## src/rtl/ant_sense_scan.sv

```systemverilog
// Neighbour-sensing scan engine: probes a fan of 3 or 5 cells around the ant
// over the grid read handshake and reports the heading of the strongest cell.
module ant_sense_scan #(
   parameter int unsigned X_BITS   = 8,
   parameter int unsigned Y_BITS   = 7,
   parameter int unsigned GRID_W   = 160,
   parameter int unsigned GRID_H   = 120,
   parameter int unsigned VAL_BITS = 8,
   parameter int unsigned FAN      = 3,
   parameter int unsigned WRAP     = 1
) (
   input  logic                Clk,
   input  logic                Reset_n,
   input  logic                start,
   input  logic [X_BITS-1:0]   X,
   input  logic [Y_BITS-1:0]   Y,
   input  logic [2:0]          dir,
   output logic                rd_req,
   output logic [X_BITS-1:0]   rd_X,
   output logic [Y_BITS-1:0]   rd_Y,
   input  logic                rd_ack,
   input  logic [VAL_BITS-1:0] rd_data,
   output logic                busy,
   output logic                done,
   output logic [2:0]          best_dir,
   output logic [VAL_BITS-1:0] best_val,
   output logic                found
);

   localparam int unsigned P_BITS = 3;

   typedef enum logic [1:0] {S_IDLE, S_PROBE, S_DONE} state_t;

   state_t              state_q;
   logic [X_BITS-1:0]   x_q;
   logic [Y_BITS-1:0]   y_q;
   logic [2:0]          dir_q;
   logic [P_BITS-1:0]   p_q;
   logic [2:0]          hd_q;
   logic                rd_req_q;
   logic [X_BITS-1:0]   rd_x_q;
   logic [Y_BITS-1:0]   rd_y_q;
   logic                busy_q;
   logic                done_q;
   logic [2:0]          best_dir_q;
   logic [VAL_BITS-1:0] best_val_q;
   logic                found_q;

   logic [X_BITS-1:0]   src_x;
   logic [Y_BITS-1:0]   src_y;
   logic [2:0]          src_dir;
   logic [P_BITS-1:0]   p_d;
   logic [2:0]          hd_d;
   logic [2:0]          hd_off;
   logic                xinc, xdec, yinc, ydec;
   logic [X_BITS:0]     xw;
   logic [Y_BITS:0]     yw;
   logic                x_oob, y_oob;
   logic [X_BITS-1:0]   nx_d;
   logic [Y_BITS-1:0]   ny_d;
   logic                inb_d;

   // Next probe cell: from the live inputs when starting, else from the latched position.
   always_comb begin
      src_x   = x_q;
      src_y   = y_q;
      src_dir = dir_q;
      p_d     = p_q + P_BITS'(1);
      if (state_q == S_IDLE) begin
         src_x   = X;
         src_y   = Y;
         src_dir = dir;
         p_d     = '0;
      end
      case (p_d)
         P_BITS'(1): hd_off = 3'd7;
         P_BITS'(2): hd_off = 3'd1;
         P_BITS'(3): hd_off = 3'd6;
         P_BITS'(4): hd_off = 3'd2;
         default:    hd_off = 3'd0;
      endcase
      hd_d = src_dir + hd_off;
      xinc = (hd_d == 3'd1) || (hd_d == 3'd2) || (hd_d == 3'd3);
      xdec = (hd_d == 3'd5) || (hd_d == 3'd6) || (hd_d == 3'd7);
      yinc = (hd_d == 3'd3) || (hd_d == 3'd4) || (hd_d == 3'd5);
      ydec = (hd_d == 3'd7) || (hd_d == 3'd0) || (hd_d == 3'd1);
      // One bit wider so that 0-1 lands far above the grid limit.
      xw    = {1'b0, src_x} + (X_BITS+1)'(xinc) - (X_BITS+1)'(xdec);
      yw    = {1'b0, src_y} + (Y_BITS+1)'(yinc) - (Y_BITS+1)'(ydec);
      x_oob = xw >= (X_BITS+1)'(GRID_W);
      y_oob = yw >= (Y_BITS+1)'(GRID_H);
      nx_d  = X_BITS'(xw);
      ny_d  = Y_BITS'(yw);
      inb_d = !(x_oob || y_oob);
      if (WRAP != 0) begin
         inb_d = 1'b1;
         if (xdec && (src_x == '0))   nx_d = X_BITS'(GRID_W - 1);
         else if (xinc && x_oob)      nx_d = '0;
         if (ydec && (src_y == '0))   ny_d = Y_BITS'(GRID_H - 1);
         else if (yinc && y_oob)      ny_d = '0;
      end
   end

   always_ff @(posedge Clk or negedge Reset_n) begin
      if (!Reset_n) begin
         state_q    <= S_IDLE;
         x_q        <= '0;
         y_q        <= '0;
         dir_q      <= '0;
         p_q        <= '0;
         hd_q       <= '0;
         rd_req_q   <= 1'b0;
         rd_x_q     <= '0;
         rd_y_q     <= '0;
         busy_q     <= 1'b0;
         done_q     <= 1'b0;
         best_dir_q <= '0;
         best_val_q <= '0;
         found_q    <= 1'b0;
      end else begin
         case (state_q)
            S_IDLE: begin
               done_q <= 1'b0;
               if (start) begin
                  x_q        <= X;
                  y_q        <= Y;
                  dir_q      <= dir;
                  p_q        <= p_d;
                  hd_q       <= hd_d;
                  rd_req_q   <= inb_d;
                  rd_x_q     <= nx_d;
                  rd_y_q     <= ny_d;
                  best_dir_q <= dir;
                  best_val_q <= '0;
                  found_q    <= 1'b0;
                  busy_q     <= 1'b1;
                  state_q    <= S_PROBE;
               end
            end
            S_PROBE: begin
               // Strictly greater keeps the earlier probe on ties.
               if (rd_req_q && rd_ack && (!found_q || (rd_data > best_val_q))) begin
                  best_val_q <= rd_data;
                  best_dir_q <= hd_q;
                  found_q    <= 1'b1;
               end
               if (!rd_req_q || rd_ack) begin
                  if (p_q == P_BITS'(FAN - 1)) begin
                     rd_req_q <= 1'b0;
                     done_q   <= 1'b1;
                     state_q  <= S_DONE;
                  end else begin
                     p_q      <= p_d;
                     hd_q     <= hd_d;
                     rd_req_q <= inb_d;
                     rd_x_q   <= nx_d;
                     rd_y_q   <= ny_d;
                  end
               end
            end
            S_DONE: begin
               done_q  <= 1'b0;
               busy_q  <= 1'b0;
               state_q <= S_IDLE;
            end
            default: state_q <= S_IDLE;
         endcase
      end
   end

   assign rd_req   = rd_req_q;
   assign rd_X     = rd_x_q;
   assign rd_Y     = rd_y_q;
   assign busy     = busy_q;
   assign done     = done_q;
   assign best_dir = best_dir_q;
   assign best_val = best_val_q;
   assign found    = found_q;

endmodule

```

## config.mk

```make
export PLATFORM = sky130hd
export DESIGN_NAME = ant_sense_scan
export DESIGN_NICKNAME = d
export VERILOG_FILES = /design/src/rtl/ant_sense_scan.sv
export SDC_FILE = /design/constraint.sdc
export NUM_CORES = 1
export LEC_CHECK = 0
export CORE_UTILIZATION = 30
export DETAILED_ROUTE_END_ITERATION = 8
export DONT_BUFFER_PORTS = 1
export MAX_ROUTING_LAYER = met4
export PLACE_DENSITY = 0.56
export SETUP_SLACK_MARGIN = 0.4
export SYNTH_ARGS = -nofsm -noshare
export SYNTH_HDL_FRONTEND = slang
export SYNTH_SLANG_ARGS = --single-unit
```

## constraint.sdc

```tcl
create_clock -name Clk -period 5.5 [get_ports Clk]
set_input_delay 0 -clock Clk [delete_from_list [all_inputs] [get_ports Clk]]
set_output_delay 0 -clock Clk [all_outputs]
set_load 0.03 [all_outputs]
```

==> out/qor.txt, run 1 <==
Status -> complete, no violations
Synth area leaders -> dfrtp_1 (38%), ha_1 (11%), mux2_2 (7.3%), mux2i_1 (4.8%), inv_1 (4.3%)
Final Critical Period -> 4840 ps
Mapped Nets -> 451
Post-Route WL -> 8850 um
Layout cells sized above 1 -> 0.169
Post-synth EDFFs -> 0
Final Hold Fails -> 0
Fin crit share -> 0.881
Largest area contributor in the netlist -> dfrtp_1
Unrepaired setup endpoints after global routing -> no
Synth Area in Simple Gates -> 0.145
Most frequent cells in the layout -> dfrtp_1 (55), inv_1 (42), ha_1 (31)
Arrival @ worst endpoint -> 5030 ps
Post-synthesis adder-cell area fraction -> 0.127
Antenna cells -> 0
CP max FO -> 7
Cell Chain, Critical Path -> nor2_2 > mux2_2 > ha_1 > inv_1 > fa_2 > buf_4 > mux2_2 > ha_1 > inv_1 > ha_1 > fa_1 > a211o_1 > a31oi_1 > o21bai_1 > xor2_1 > a41oi_1 > or3_4 > o221a_2
Antenna-violating nets left -> 0
Register bit total from synthesis -> 56
Register area share after synthesis -> 0.377
Nets -> 484
DRC -> 0
CP Class -> flop to flop
Post-synthesis mux area share -> 0.121
Min-delay worst type -> input pin to flop
GRT Total Usage -> 0.150
Core Region -> 0.0121 mm^2
Placer Congestion -> 0.903
Slowest stage delay, CP -> 510 ps
Initial DRC Count -> 107
Ports -> 60
Synthesized area -> 0.00372 mm^2
Final setup violation count -> 0
Setup TNS -> 0 ps
Setup Skew -> 7.38 ps
# rows -> 40
Pin count of the biggest net entering global routing -> 57
Largest family of logic cells by synthesized area -> simple AND/OR/NAND/NOR gates
FILL cells -> 1205
Worst slew margin -> 0.301
Crit. End Element -> flop
Vias/cell -> 4.92
WL/cell -> 15.1 um
H-tree Lvls -> 2
Pre-antenna DRT Iters -> 4
Die X-Extent -> 113 um
Max clock buf depth -> 2
DIE HEIGHT -> 113 um
HPWL Detailed -> 6270 um
Fmax -> 206 MHz
Worst EP required -> 5690 ps
Number of global-route vias before repair -> 3023
Root Buffer -> clkbuf_16
CTS Buf Count -> 5
Slowest cell on crit path -> fa_2
Max_cap viols -> 0
Die ar. -> 0.0128 mm^2
Syn Inst Count -> 385
Tightest Pin Transition -> 1040 ps
CTS tree -> yes
Clk Latency, worst-skew pair -> 300 ps
YS warnings -> 0
CP dominant cell by count -> ha_1
CP Launch Type -> flop
Layout area overhead -> 20.7%
Ys async rst share -> 1.00
Total global routing overflow -> 0
Syn Area/Cell -> 9.65 um^2
Post-synthesis compound-gate area fraction -> 0.137
Commonest register cell after synthesis -> dfrtp_1
Synth Area in XOR/XNOR -> 0.0350
Port Buf Inserts -> 0
Reg clk slew, reported paths -> 80 ps
Netlist cell types -> 49
Commonest non-fill, non-tap cell in the layout -> dfrtp_1
Initial antenna violation count -> 0
# clock sinks -> 56
Top cell type's share of synthesized area -> 0.377
First-pass GRT wire length -> 14800 um
Routed vias -> 2890
Initial core utilization -> 0.308
Max-slew violations -> 0
-- worst paths after layout --
check	from	to	slack [ps]	depth (start not counted)
min in group asynchronous	Reset_n	state_q[0]	240	2
setup / recovery	state_q[1]	rd_Y[0]	660	18
hold / removal	start	hd_q[0]	80	4
max in group asynchronous	Reset_n	y_q[2]	5020	2
hold reg to reg	hd_q[0]	hd_q[0]	470	2
setup reg to reg	state_q[1]	rd_Y[0]	660	18
-- cell families (layout without fill, tap and decap cells) --
family                     after synthesis  in the layout
AOI/OAI and AO/OA                       75             75
muxes                                   42             42
and+or+nand+nor                        106            106
DFF                                     56             56
buffers and inverters                   56             90
xor gates and xnor gates                14             14
adders and majority gates               36             36
-- routing by layer --
metal,vias up,GRT usage,share of wire
met1,1418,0.179,0.45
met5,-,-,0
li1,1404,-,-
met2,59,0.252,0.48
met4,0,0.0430,0.013
met3,9,0.0359,0.053
-- repair_timing --
action	CTS	global route
setup buffers	2	4
pin swaps	1	4
gates resized for setup	1	15
endpoints found under the setup margin	7	15
hold buffers	30	0
cloned	0	0
endpoints found under the hold margin	88	0
-- Yosys cell counts (2+ instances only) --
library cell  count
dfrtp_1          56
inv_1            43
ha_1             33
nand2_1          28
mux2_2           24
nor2_1           19
o21ai_0          19
mux2i_1          18
a21oi_1          16
nand3_1          14
nor2b_1          11
clkbuf_1          8
a31oi_1           7
xor2_1            7
nor3_1            6
o21a_1            6
o221a_2           6
xnor2_1           6
a21o_1            5
nand2b_1          5
or3_1             5
nand3b_1          4
buf_1             3
fa_1              3
nand4_1           3
or2_2             3
a32o_1            2
and2_1            2
buf_2             2
o31ai_1           2
-- worst max-delay path, delay by kind of cell, from the launching register on --
kind / cells / cell delay [ps]
AOI/OAI and AO/OA: 5 / 890
xor gates and xnor gates: 1 / 200
buffers and inverters: 3 / 280
DFF: 1 / 480
adders and majority gates: 5 / 1610
and+or+nand+nor: 2 / 630
muxes: 2 / 640
-- flip-flops by register name (all words and copies together), names as in the netlist, 2 cells and up --
name      flops
dir_q         3
p_q           3
rd_Y          7
y_q           7
best_dir      3
best_val      8
rd_X          8
x_q           8
hd_q          3
state_q       2
-- per-stage QoR --
stage / worst slack [ps] / hold WS (ps) / instance area, um^2 / util / cells
finish: 656 / 77.4 / 4480 / 0.372 / 587
CTS: 437 / 75.5 / 4380 / 0.363 / 583
global route: 405 / 85.5 / 4480 / 0.372 / 587
floorplan: 416 / -296 / 3720 / - / 385
detailed placement: 276 / -292 / 3900 / 0.323 / 543
global placement: 422 / -292 / 3900 / 0.323 / 543
-- layout make-up --
type	count	area [um^2]	share of cell area
multi-input cells	273	2180	0.486
flip-flops and latches	56	1400	0.313
repair buffers	39	385	0.0859
well taps	168	210	0.0469
inverters	43	161	0.0360
clock buffers	5	125	0.0279
clock inverters	3	21.3	0.00474
Power of run 1 is left out: the tool's default activity adds up to more than one toggle a clock period on the data nets, which glitch-free logic cannot reach.
==> run 2: changes to the inputs <==
Settings changed: GPL_TIMING_DRIVEN from default to 0.
==> run 2 against run 1 <==
Effect of this change:
- utilization is 1.1 points higher
- count of clock-buffer cells in the layout unchanged
- die area unchanged
- hold slack got worse by 14 ps
- global-route usage fell by 0.26 points
- register-to-register slack about the same
- flip-flop and latch count unchanged
- critical path type unchanged
- maximum frequency fell by 0.11%
==> out/qor.txt, run 2 (synthesis gave the netlist of run 1 again) <==
Root Buffer -> clkbuf_16
Initial antenna violation count -> 0
Max_cap viols -> 0
Vias/cell -> 4.83
Reg area -> 0.00140 mm^2
Hold Worst Slack -> 63.2 ps
Nets -> 502
Initial core utilization -> 0.308
WL/cell -> 14.7 um
Port Buf Inserts -> 0
Core Region -> 0.0121 mm^2
GR Util met3 -> 0.0375
Status -> complete, no violations
Die ar. -> 0.0128 mm^2
Reg clk slew, reported paths -> 80 ps
HPWL Detailed -> 6490 um
GRT Total Usage -> 0.148
# clock sinks -> 56
Antenna cells -> 0
Fin crit share -> 0.882
Initial DRC Count -> 101
Clk Latency, worst-skew pair -> 300 ps
Worst EP required -> 5690 ps
Ports -> 60
Post-Layout Cell Count -> 605
Post-Route WL -> 8890 um
Pre-antenna DRT Iters -> 4
Die X-Extent -> 113 um
Min-delay worst type -> input pin to flop
Worst slew margin -> 0.548
Tightest Pin Transition -> 678 ps
Unrepaired setup endpoints after global routing -> no
Final setup violation count -> 0
Routed vias -> 2924
Layout cells sized above 1 -> 0.197
Antenna-violating nets left -> 0
Fmax -> 206 MHz
Final Hold Fails -> 0
Layout area overhead -> 24.3%
Met1 usage -> 0.183
Setup Skew -> 4.24 ps
CP max FO -> 8
Crit. End Element -> flop
Register-to-Register Path Depth -> 22
Pin count of the biggest net entering global routing -> 57
Placer Congestion -> 0.826
CTS tree -> yes
Multi-input gate area -> 0.00219 mm^2
Worst hold path depth -> 2
Number of global-route vias before repair -> 2845
CP Launch Type -> flop
Max clock buf depth -> 2
Total global routing overflow -> 0
# rows -> 40
Reg2reg start -> p_q[0]
H-tree Lvls -> 2
CTS Buf Count -> 5
Arrival @ worst endpoint -> 5040 ps
CP Class -> flop to flop
Global-route met2 utilization -> 0.241
DIE HEIGHT -> 113 um
Final Critical Period -> 4850 ps
Hold path start -> start
Most used routing layer -> met2
Commonest non-fill, non-tap cell in the layout -> dfrtp_1
FILL cells -> 1238
DRC -> 0
Crit path from -> p_q[0]
First-pass GRT wire length -> 14300 um
Most frequent cells in the layout -> dfrtp_1 (54), inv_1 (41), ha_1 (29), dlygate4sd3_1 (29), nand2_1 (28)
Post-Place Cells -> 553
Max-slew violations -> 0
==> run 2: changes by cell type in the layout (fill, tap and decap cells not counted), moves of 2 or more <==
| cell | previous run | this run |
|---|---|---|
| buf_2 | 0 | 2 |
| buf_4 | 9 | 14 |
| clkbuf_1 | 0 | 6 |
| fa_1 | 2 | 0 |
| fa_2 | 1 | 3 |
| ha_1 | 31 | 29 |
| ha_2 | 1 | 3 |
| buf_1 | 0 | 2 |
==> run 2: path summary, 6_finish.rpt <==
check / endpoint / slack, ps
max in group asynchronous: y_q[2] / 5010
min: rd_X[5] / 60
min reg2reg: hd_q[1] / 490
min in group asynchronous: best_val[6] / 230
max: rd_Y[6] / 650
max reg2reg: rd_Y[6] / 650
==> run 2: layout make-up <==
cell class / count / area share
Buffer: 13 / 0.0173
Clock buffer: 5 / 0.0271
Clock inverter: 3 / 0.00461
Inverter: 43 / 0.0349
Multi-Input combinational cell: 273 / 0.475
Sequential cell: 56 / 0.304
Tap cell: 168 / 0.0455
Timing Repair Buffer: 44 / 0.0916
==> run 2: repair_timing <==
item | CTS | global route
endpoints found under the setup margin | 15 | 14
buffers inserted | 3 | 11
resized for setup | 10 | 27
hold endpoints to repair | 88 | 0
hold buffers | 30 | 0
pin swaps | 2 | 14
==> run 2: routing by layer <==
metal  share of wire  up-vias
li1                -     1439
met1            0.45     1420
met2            0.49       57
met3           0.056        8
met4          0.0087        0
met5               0        -
==> run 2: per-stage QoR <==
stage | setup TNS, ps | util | instance area (um^2) | setup slack [ps]
after CTS | 0 | 0.368 | 4440 | 403
after detailed placement | -6230 | 0.326 | 3930 | -584
after floorplan | 0 | - | 3720 | 416
final | 0 | 0.383 | 4620 | 650
after global routing | 0 | 0.383 | 4620 | 381
after global placement | -4850 | 0.326 | 3930 | -488
==> run 2: critical path: stages, from the launching register on <==
cell      delay, ps
dfrtp_1         400
buf_6           130
inv_2            60
ha_4            210
xnor2_1         130
nor3_2          190
ha_2            180
inv_1            50
fa_2            630
nor2b_2          80
mux2_2          280
ha_1            280
inv_1            40
ha_2            180
fa_2            370
a211o_1         280
a31oi_1         190
o21bai_1        100
xor2_1          220
a41oi_2         130
or3_1           310
buf_2           160
o221a_2         130
Power of run 2 is left out for the same reason.
